==> src/rtl/uart_tx_arb_pkg.sv <==
// Shared types and defaults for the round-robin front end of a single uart_tx.
package uart_tx_arb_pkg;

   localparam int N_REQ_DEF  = 4;
   localparam int DATA_W_DEF = 32;

   typedef enum logic {
      IDLE = 1'b0,
      SEND = 1'b1
   } arb_state_t;

endpackage

==> src/rtl/uart_tx_arb_rr_pick.sv <==
// Rotating-priority search: first set candidate at or after (last_grant+1) mod N_REQ.
module rr_pick
   import uart_tx_arb_pkg::*;
#(
   parameter int N_REQ = N_REQ_DEF,
   parameter int GW    = $clog2(N_REQ)
) (
   input  logic [N_REQ-1:0] candidates,
   input  logic [GW-1:0]    last_grant,
   output logic             found,
   output logic [GW-1:0]    grant
);

   logic [GW:0] sum;

   // One extra bit keeps last_grant + offset (< 2*N_REQ) exact, so a single
   // conditional subtract performs the modulo for any N_REQ, power of two or not.
   always_comb begin
      found = 1'b0;
      grant = '0;
      sum   = '0;
      for (int k = 0; k < N_REQ; k++) begin
         sum = {1'b0, last_grant} + (GW+1)'(k + 1);
         if (sum >= (GW+1)'(N_REQ))
            sum = sum - (GW+1)'(N_REQ);
         if (!found && candidates[sum[GW-1:0]]) begin
            found = 1'b1;
            grant = sum[GW-1:0];
         end
      end
   end

endmodule

==> src/rtl/uart_tx_arb.sv <==
// Round-robin arbiter feeding one uart_tx: grants a requester, holds its word until handshake.
module uart_tx_arb
   import uart_tx_arb_pkg::*;
#(
   parameter int N_REQ  = N_REQ_DEF,
   parameter int DATA_W = DATA_W_DEF
) (
   input  logic                           i_clk,
   input  logic                           i_rst,
   input  logic [N_REQ-1:0]               i_en,
   input  logic [N_REQ-1:0]               i_req_valid,
   input  logic [N_REQ-1:0][DATA_W-1:0]   i_req_data,
   output logic [N_REQ-1:0]               o_req_accept,
   output logic [DATA_W-1:0]              o_tx_data,
   output logic                           o_tx_valid,
   input  logic                           i_tx_accept,
   output logic [$clog2(N_REQ)-1:0]       o_grant_id,
   output logic                           o_busy
);

   localparam int GW = $clog2(N_REQ);

   arb_state_t        state_q, state_d;
   logic [DATA_W-1:0] hold_q;
   logic [GW-1:0]     last_grant_q;
   logic [GW-1:0]     grant_id_q;
   logic [GW-1:0]     pick;
   logic [N_REQ-1:0]  candidates;
   logic              found;
   logic              grant_fire;

   assign candidates = i_req_valid & i_en;

   rr_pick #(.N_REQ(N_REQ), .GW(GW)) u_rr_pick (
      .candidates (candidates),
      .last_grant (last_grant_q),
      .found      (found),
      .grant      (pick)
   );

   always_comb begin
      state_d      = state_q;
      o_req_accept = '0;
      grant_fire   = 1'b0;
      case (state_q)
         IDLE: begin
            // No grant while reset is held, even though the state is still IDLE.
            if (found && !i_rst) begin
               grant_fire         = 1'b1;
               o_req_accept[pick] = 1'b1;
               state_d            = SEND;
            end
         end
         SEND: begin
            if (i_tx_accept)
               state_d = IDLE;
         end
         default: state_d = IDLE;
      endcase
   end

   always_ff @(posedge i_clk) begin
      if (i_rst) begin
         state_q      <= IDLE;
         hold_q       <= '0;
         grant_id_q   <= '0;
         last_grant_q <= GW'(N_REQ - 1);
      end else begin
         state_q <= state_d;
         if (grant_fire) begin
            hold_q       <= i_req_data[pick];
            grant_id_q   <= pick;
            last_grant_q <= pick;
         end
      end
   end

   assign o_tx_valid = (state_q == SEND);
   assign o_busy     = (state_q == SEND);
   assign o_tx_data  = hold_q;
   assign o_grant_id = grant_id_q;

endmodule

==> config.mk <==
export PLATFORM = sky130hd
export DESIGN_NAME = uart_tx_arb
export DESIGN_NICKNAME = d
export VERILOG_FILES = /design/src/rtl/uart_tx_arb_pkg.sv /design/src/rtl/uart_tx_arb_rr_pick.sv /design/src/rtl/uart_tx_arb.sv
export SDC_FILE = /design/constraint.sdc
export NUM_CORES = 1
export LEC_CHECK = 0
export ABC_CLOCK_PERIOD_IN_PS = 3030
export CORE_MARGIN = 2
export CORE_UTILIZATION = 36
export DETAILED_ROUTE_END_ITERATION = 10
export GPL_ROUTABILITY_DRIVEN = 0
export GPL_TIMING_DRIVEN = 0
export HOLD_SLACK_MARGIN = 0.15
export PLACE_DENSITY = 0.87
export SKIP_CTS_REPAIR_TIMING = 1
export SLEW_MARGIN = 20
export SYNTH_ARGS = -nofsm -noshare
export SYNTH_HDL_FRONTEND = slang
export SYNTH_HIERARCHICAL = 1
export SYNTH_SLANG_ARGS = --single-unit
==> constraint.sdc <==
create_clock -name i_clk -period 3.03 [get_ports i_clk]
set_input_delay 0.4545 -clock i_clk [delete_from_list [all_inputs] [get_ports i_clk]]
set_output_delay 0.4545 -clock i_clk [all_outputs]
set_load 0.05 [all_outputs]
==> results of run 1 <==
-- layer usage --
| metal | up-vias | part of all wire |
|---|---|---|
| met2 | 97 | 0.53 |
| met5 | - | 0 |
| li1 | 1216 | - |
| met3 | 6 | 0.076 |
| met1 | 1147 | 0.38 |
| met4 | 0 | 0.010 |
-- worst max path at each step --
stage                               from              end  slack, ns
final                            i_en[2]  o_req_accept[0]       0.11
after global routing      i_req_valid[2]  o_req_accept[1]     -0.009
after CTS                        i_en[2]  o_req_accept[1]      -0.87
after detailed placement         i_en[2]  o_req_accept[1]      -0.86
after global placement    i_req_valid[3]  o_req_accept[1]      -0.81
after floorplan           i_req_valid[2]  o_req_accept[1]       0.15
-- synthesized netlist by cell type --
library cell and number:
mux2i_1 65, dfxtp_1 37, a21o_1 31, o22ai_1 31, buf_2 9, a21oi_1 7
nand2_1 6, nor2_1 6, clkbuf_1 5, and2_1 4, buf_8 3, nand2b_1 3
buf_1 2, buf_6 2, inv_1 2, nor3b_1 2, a211o_1 1, a211oi_1 1
a21oi_2 1, a31oi_1 1, and2b_1 1, and3_1 1, buf_4 1, nand4bb_1 1
nor3_1 1, o221ai_2 1, or3b_2 1, or4b_4 1
-- registers in the layout, indices dropped and copies added, names as in the netlist --
| name | count |
|---|---|
| o_grant_id | 2 |
| last_grant_q | 2 |
| o_tx_data | 32 |
| o_busy | 1 |
-- critical path, delay by kind of cell --
kind	cells	cell delay [ns]
buffers and inverters	5	1.23
and+or+nand+nor	3	0.53
AOI/OAI and AO/OA	2	0.24
-- power groups by stage --
stage	Clock, W	Sequential [W]	Combinational (W)
final	0.000441	0.000584	0.000857
after global routing	0.000470	0.000592	0.000904
after CTS	0.000448	0.000584	0.000855
after detailed placement	0	0.000595	0.000852
after global placement	0	0.000592	0.000838
after floorplan	0	0.000794	0.000289
-- through the flow --
step           setup slack (ns)  power (W)  instance area [sq um]  setup TNS, ns  std cells
2_1_floorplan             0.150    0.00108                   2220              0        227
3_3_place_gp             -0.807    0.00143                   4090          -2.70        479
3_5_place_dp             -0.861    0.00145                   4090          -2.91        479
4_1_cts                  -0.868    0.00189                   4200          -2.96        487
5_1_grt                -0.00897    0.00197                   4220       -0.00897        487
6_report                  0.114    0.00188                   4220              0        487
-- cells by family (layout without fill, tap and decap cells) --
family,after synthesis,count (layout),share of synthesized area
muxes,65,65,0.294
AOI/OAI and AO/OA,74,74,0.230
buffers and inverters,24,209,0.0697
and+or+nand+nor,27,27,0.0708
DFF,37,37,0.335
-- layout make-up --
class	count	area, sq um
inverter	2	7.51
sequential	37	741
clock inverter	1	30.0
multi-input combinational	166	1330
clock buffer	7	86.3
timing repair buffer	177	1760
buffer	22	169
tap	75	93.8
fill	516	1710
-- placed cells by master (no fill, tap or decap), types with 2 or more instances in the layout --
master           Yosys  routed
a21o_1              31      31
a21oi_1              7       7
and2_1               4       4
buf_1                2       2
buf_2                9       6
buf_4                1       3
buf_6                2       3
buf_8                3       5
clkbuf_1             5       6
clkbuf_8             0       6
clkdlybuf4s50_1      0     173
dfxtp_1             37      37
inv_1                2       2
mux2i_1             65      65
nand2_1              6       6
nand2b_1             3       3
nor2_1               6       6
o22ai_1             31      31
==> flow_metrics.tcl, run 1 <==
set metrics [dict create \
    die_h_microns 82.3 \
    reg2reg_slack_ns 0.74 \
    cts_buffers 5 \
    p_clk_frac 0.234 \
    grt_pass1_wl_microns 11300 \
    cts-root-buf "clkbuf_8" \
    hold_depth 2 \
    syn-num-nets 366 \
    grt_usage 0.218 \
    endpoint_kind "primary output" \
    period_needed_ns 2.92 \
    cts.sinks 37 \
    reg2reg_to "o_tx_data[23]$_SDFFE_PP0P_" \
    coreArea_sq_um 5920 \
    drc_errors 0 \
    timing.fmax_mhz 343 \
    powerDensity_nw_per_um2 447 \
    total_leakage_power_nw 1.89 \
    avgSynthCellArea_sq_um 9.73 \
    use_met1 0.228 \
    ys_ff_latch 37 \
    antenna_cells 0 \
    finalSetupViolCount 0 \
    min_from "i_rst" \
    reg2reg_depth 8 \
    crit_path_max_incr_delay_ns 0.45 \
    path_max_fanout 10 \
    switchingPower_w 0.000647 \
    drt-wirelength-per-cell_microns 15.9 \
    tightest_slew_ns 0.765 \
    ios 179 \
    dpl.hpwl_microns 6290 \
    clkTransAtPathRegs_ns 0.07 \
    synth_top_area_share 0.335 \
    hold_ws_ns 0.371 \
    finish.utilization 0.712 \
    start_util 0.373 \
    synth.distinct_cells 28 \
    synth_area_leaders "dfxtp_1, mux2i_1, a21o_1" \
    path_common_cell "buf_8" \
    synthesis.instances 227 \
    grt_antenna_before_repair 0 \
    min_path_type "in -> reg" \
    nets 550 \
    grt_pass1_vias 2476 \
    syn_area_sq_um 2210 \
    finalHoldViolCount 0 \
    dr.pass1.iters 4 \
    yosysWarnings 6 \
    grt_max_degree 12 \
    status "completed" \
    numPortBuffers 177 \
    die_w_microns 82.3 \
    dr_total_vias 2466 \
    cpMaxStageDelayCell "clkdlybuf4s50_1" \
    layout-drive-gt1-share 0.0777 \
    ir_drop_mv 0.238 \
    slew_headroom 0.490 \
    finalCritPeriodShare 0.962 \
    rsz0062_at_grt "true" \
    power_frac_comb 0.455 \
    clock_latency_ns 0.28 \
    intPower_w 0.00124 \
    drt-initial-drc-count 41 \
    use_met3 0.0674 \
    die_area_sq_um 6780 \
    arrival_ns 2.46 \
    cp_cell_sequence "clkdlybuf4s50_1, and2_1, and2b_1, a21oi_2, o221ai_2, buf_4, buf_8, buf_8, nor3_2, clkbuf_2" \
    syn_to_final_growth_pct 90.8 \
    htreeDepth 2 \
    seq_area_frac_synth 0.335 \
    core.rowCount 28 \
    crit_path_start_kind "input pin" \
    grt_util_met2 0.415 \
    routed_via_density 5.06 \
    yosysTopAreaCell "dfxtp_1" \
    crit-reg2reg-launch "last_grant_q[1]$_SDFFE_PP1P_" \
    worstPathRequired_ns 2.58 \
    drv_cap 0 \
    routed_wl_microns 7730 \
    fin_worst_skew_ns 0.00663 \
    p_seq_frac 0.310 \
    ant_nets 0 \
    tritoncts "yes" \
    hold_end "o_grant_id[0]$_SDFFE_PP0P_" \
    crit_type "in -> out" \
    top_usage_layer "met2" \
    clockBufferDepth 2 \
    swShare 0.344 \
    grt_overflow_total 0 \
    slew_viol_final 0 \
]
Power figures use the tool's default switching activity.
==> run 2, diff against run 1 <==
- ABC_CLOCK_PERIOD_IN_PS: 3030 -> 3700
- clock period: 3.03 -> 3.7 ns (I/O delays scaled with it)
==> flow_metrics.tcl, run 2 (same netlist as run 1, synthesis figures left out) <==
set metrics [dict create \
    syn_to_final_growth_pct 88.2 \
    dpl.hpwl_microns 6470 \
    grt_pass1_vias 2464 \
    cts.sinks 37 \
    htreeDepth 2 \
    core.rowCount 28 \
    cts_buffers 5 \
    top_layer_used "met4" \
    drt-wirelength-per-cell_microns 16.2 \
    crit_path_start_kind "input pin" \
    start_util 0.373 \
    drt-initial-drc-count 56 \
    coreArea_sq_um 5920 \
    routed_via_density 5.03 \
    mostFrequentLayoutCells "clkdlybuf4s50_1, mux2i_1, dfxtp_1, o22ai_1, a21o_1" \
    die_h_microns 82.3 \
    ant_nets 0 \
    worstPathRequired_ns 3.14 \
    switchingPower_w 0.000520 \
    timing.fmax_mhz 284 \
    p_clk_frac 0.186 \
    met3_length_microns 933 \
    cts-root-buf "clkbuf_8" \
    grt_antenna_before_repair 0 \
    post_dp_cell_area_sq_um 4080 \
    antenna_cells 0 \
    arrival_ns 2.96 \
    tritoncts "yes" \
    reg2reg_depth 8 \
    wl_met2_microns 4030 \
    finalHoldViolCount 0 \
    dr.pass1.iters 4 \
    layout_commonest_cell "clkdlybuf4s50_1" \
    period_needed_ns 3.52 \
    swShare 0.361 \
    drt-met1-wl_microns 2790 \
    finalSetupViolCount 0 \
    finalCritPeriodShare 0.951 \
    drc_errors 0 \
    powerDensity_nw_per_um2 346 \
    status "completed" \
    slew_viol_final 0 \
    tightest_slew_ns 0.836 \
    ir_drop_mv 0.173 \
    largest_register_ffs 32 \
    dr_total_vias 2452 \
    die_w_microns 82.3 \
    intPower_w 0.000920 \
    layout-drive-gt1-share 0.0607 \
    ios 179 \
    finalWorstSetupSlack_ns 0.182 \
    finish.instance_area_sq_um 4160 \
    min_path_type "reg -> reg" \
    post-place-ws_ns -0.282 \
    clockBufferDepth 2 \
    slew_headroom 0.443 \
    path_max_fanout 10 \
    rsz0062_at_grt "false" \
    fin_worst_skew_ns 0.00326 \
    clock_latency_ns 0.28 \
    power_frac_comb 0.483 \
    numPortBuffers 177 \
    clkTransAtPathRegs_ns 0.07 \
    die_area_sq_um 6780 \
    grt_overflow_total 0 \
    hold_ws_ns 0.451 \
    grt_pass1_wl_microns 11200 \
    endpoint_kind "primary output" \
    hold_depth 1 \
    grt_max_degree 11 \
    total_leakage_power_nw 1.90 \
    p_seq_frac 0.331 \
    grt_usage 0.218 \
    routed_wl_microns 7870 \
    tns_ns 0 \
    crit_type "in -> out" \
    nets 550 \
    drv_cap 0 \
]
-- run 2: metal layers --
| layer | global-route usage | up-vias |
|---|---|---|
| li1 | - | 1217 |
| met4 | 0.0617 | 0 |
| met5 | 0 | - |
| met3 | 0.0783 | 12 |
| met2 | 0.435 | 117 |
| met1 | 0.204 | 1106 |
-- run 2: worst paths after layout --
kind	slack, ns	startpoint	to
max	0.18	i_req_valid[3]	o_req_accept[3]
min	0.45	o_tx_data[17]$_SDFFE_PP0P_	o_tx_data[17]$_SDFFE_PP0P_
max reg2reg	1.43	last_grant_q[1]$_SDFFE_PP1P_	o_tx_data[21]$_SDFFE_PP0P_
min reg2reg	0.45	o_tx_data[17]$_SDFFE_PP0P_	o_tx_data[17]$_SDFFE_PP0P_
-- run 2: power groups by stage --
| stage | Combinational (W) | Clock, W | Sequential (W) |
|---|---|---|---|
| after global placement | 0.000687 | 0 | 0.000483 |
| after floorplan | 0.000235 | 0 | 0.000650 |
| after detailed placement | 0.000698 | 0 | 0.000485 |
| after global routing | 0.000733 | 0.000289 | 0.000482 |
| final | 0.000695 | 0.000268 | 0.000476 |
| after CTS | 0.000700 | 0.000273 | 0.000476 |
-- run 2: through the flow --
stage               utilization  std cells  total power, W
global placement          0.688        479         0.00117
floorplan                     -        227        0.000885
finish                    0.702        487         0.00144
detailed placement        0.688        479         0.00118
global route              0.702        487         0.00150
CTS                       0.702        487         0.00145
-- run 2: area by class of cell --
| class | count | area, sq um |
|---|---|---|
| plain buffers | 22 | 146 |
| inverters | 2 | 7.51 |
| well taps | 75 | 93.8 |
| flip-flops and latches | 37 | 741 |
| multi-input cells | 166 | 1320 |
| clock buffers | 8 | 80.1 |
| fillers | 483 | 1760 |
| repair buffers | 177 | 1770 |
-- run 2: worst max-delay path, stage by stage --
cell and delay [ns]:
clkdlybuf4s50_1 0.45, and2_1 0.18, and2b_1 0.18, a21oi_2 0.05, o221ai_2 0.16, buf_2 0.17
buf_2 0.30, buf_2 0.32, and3_1 0.18, dlymetal6s2s_1 0.42
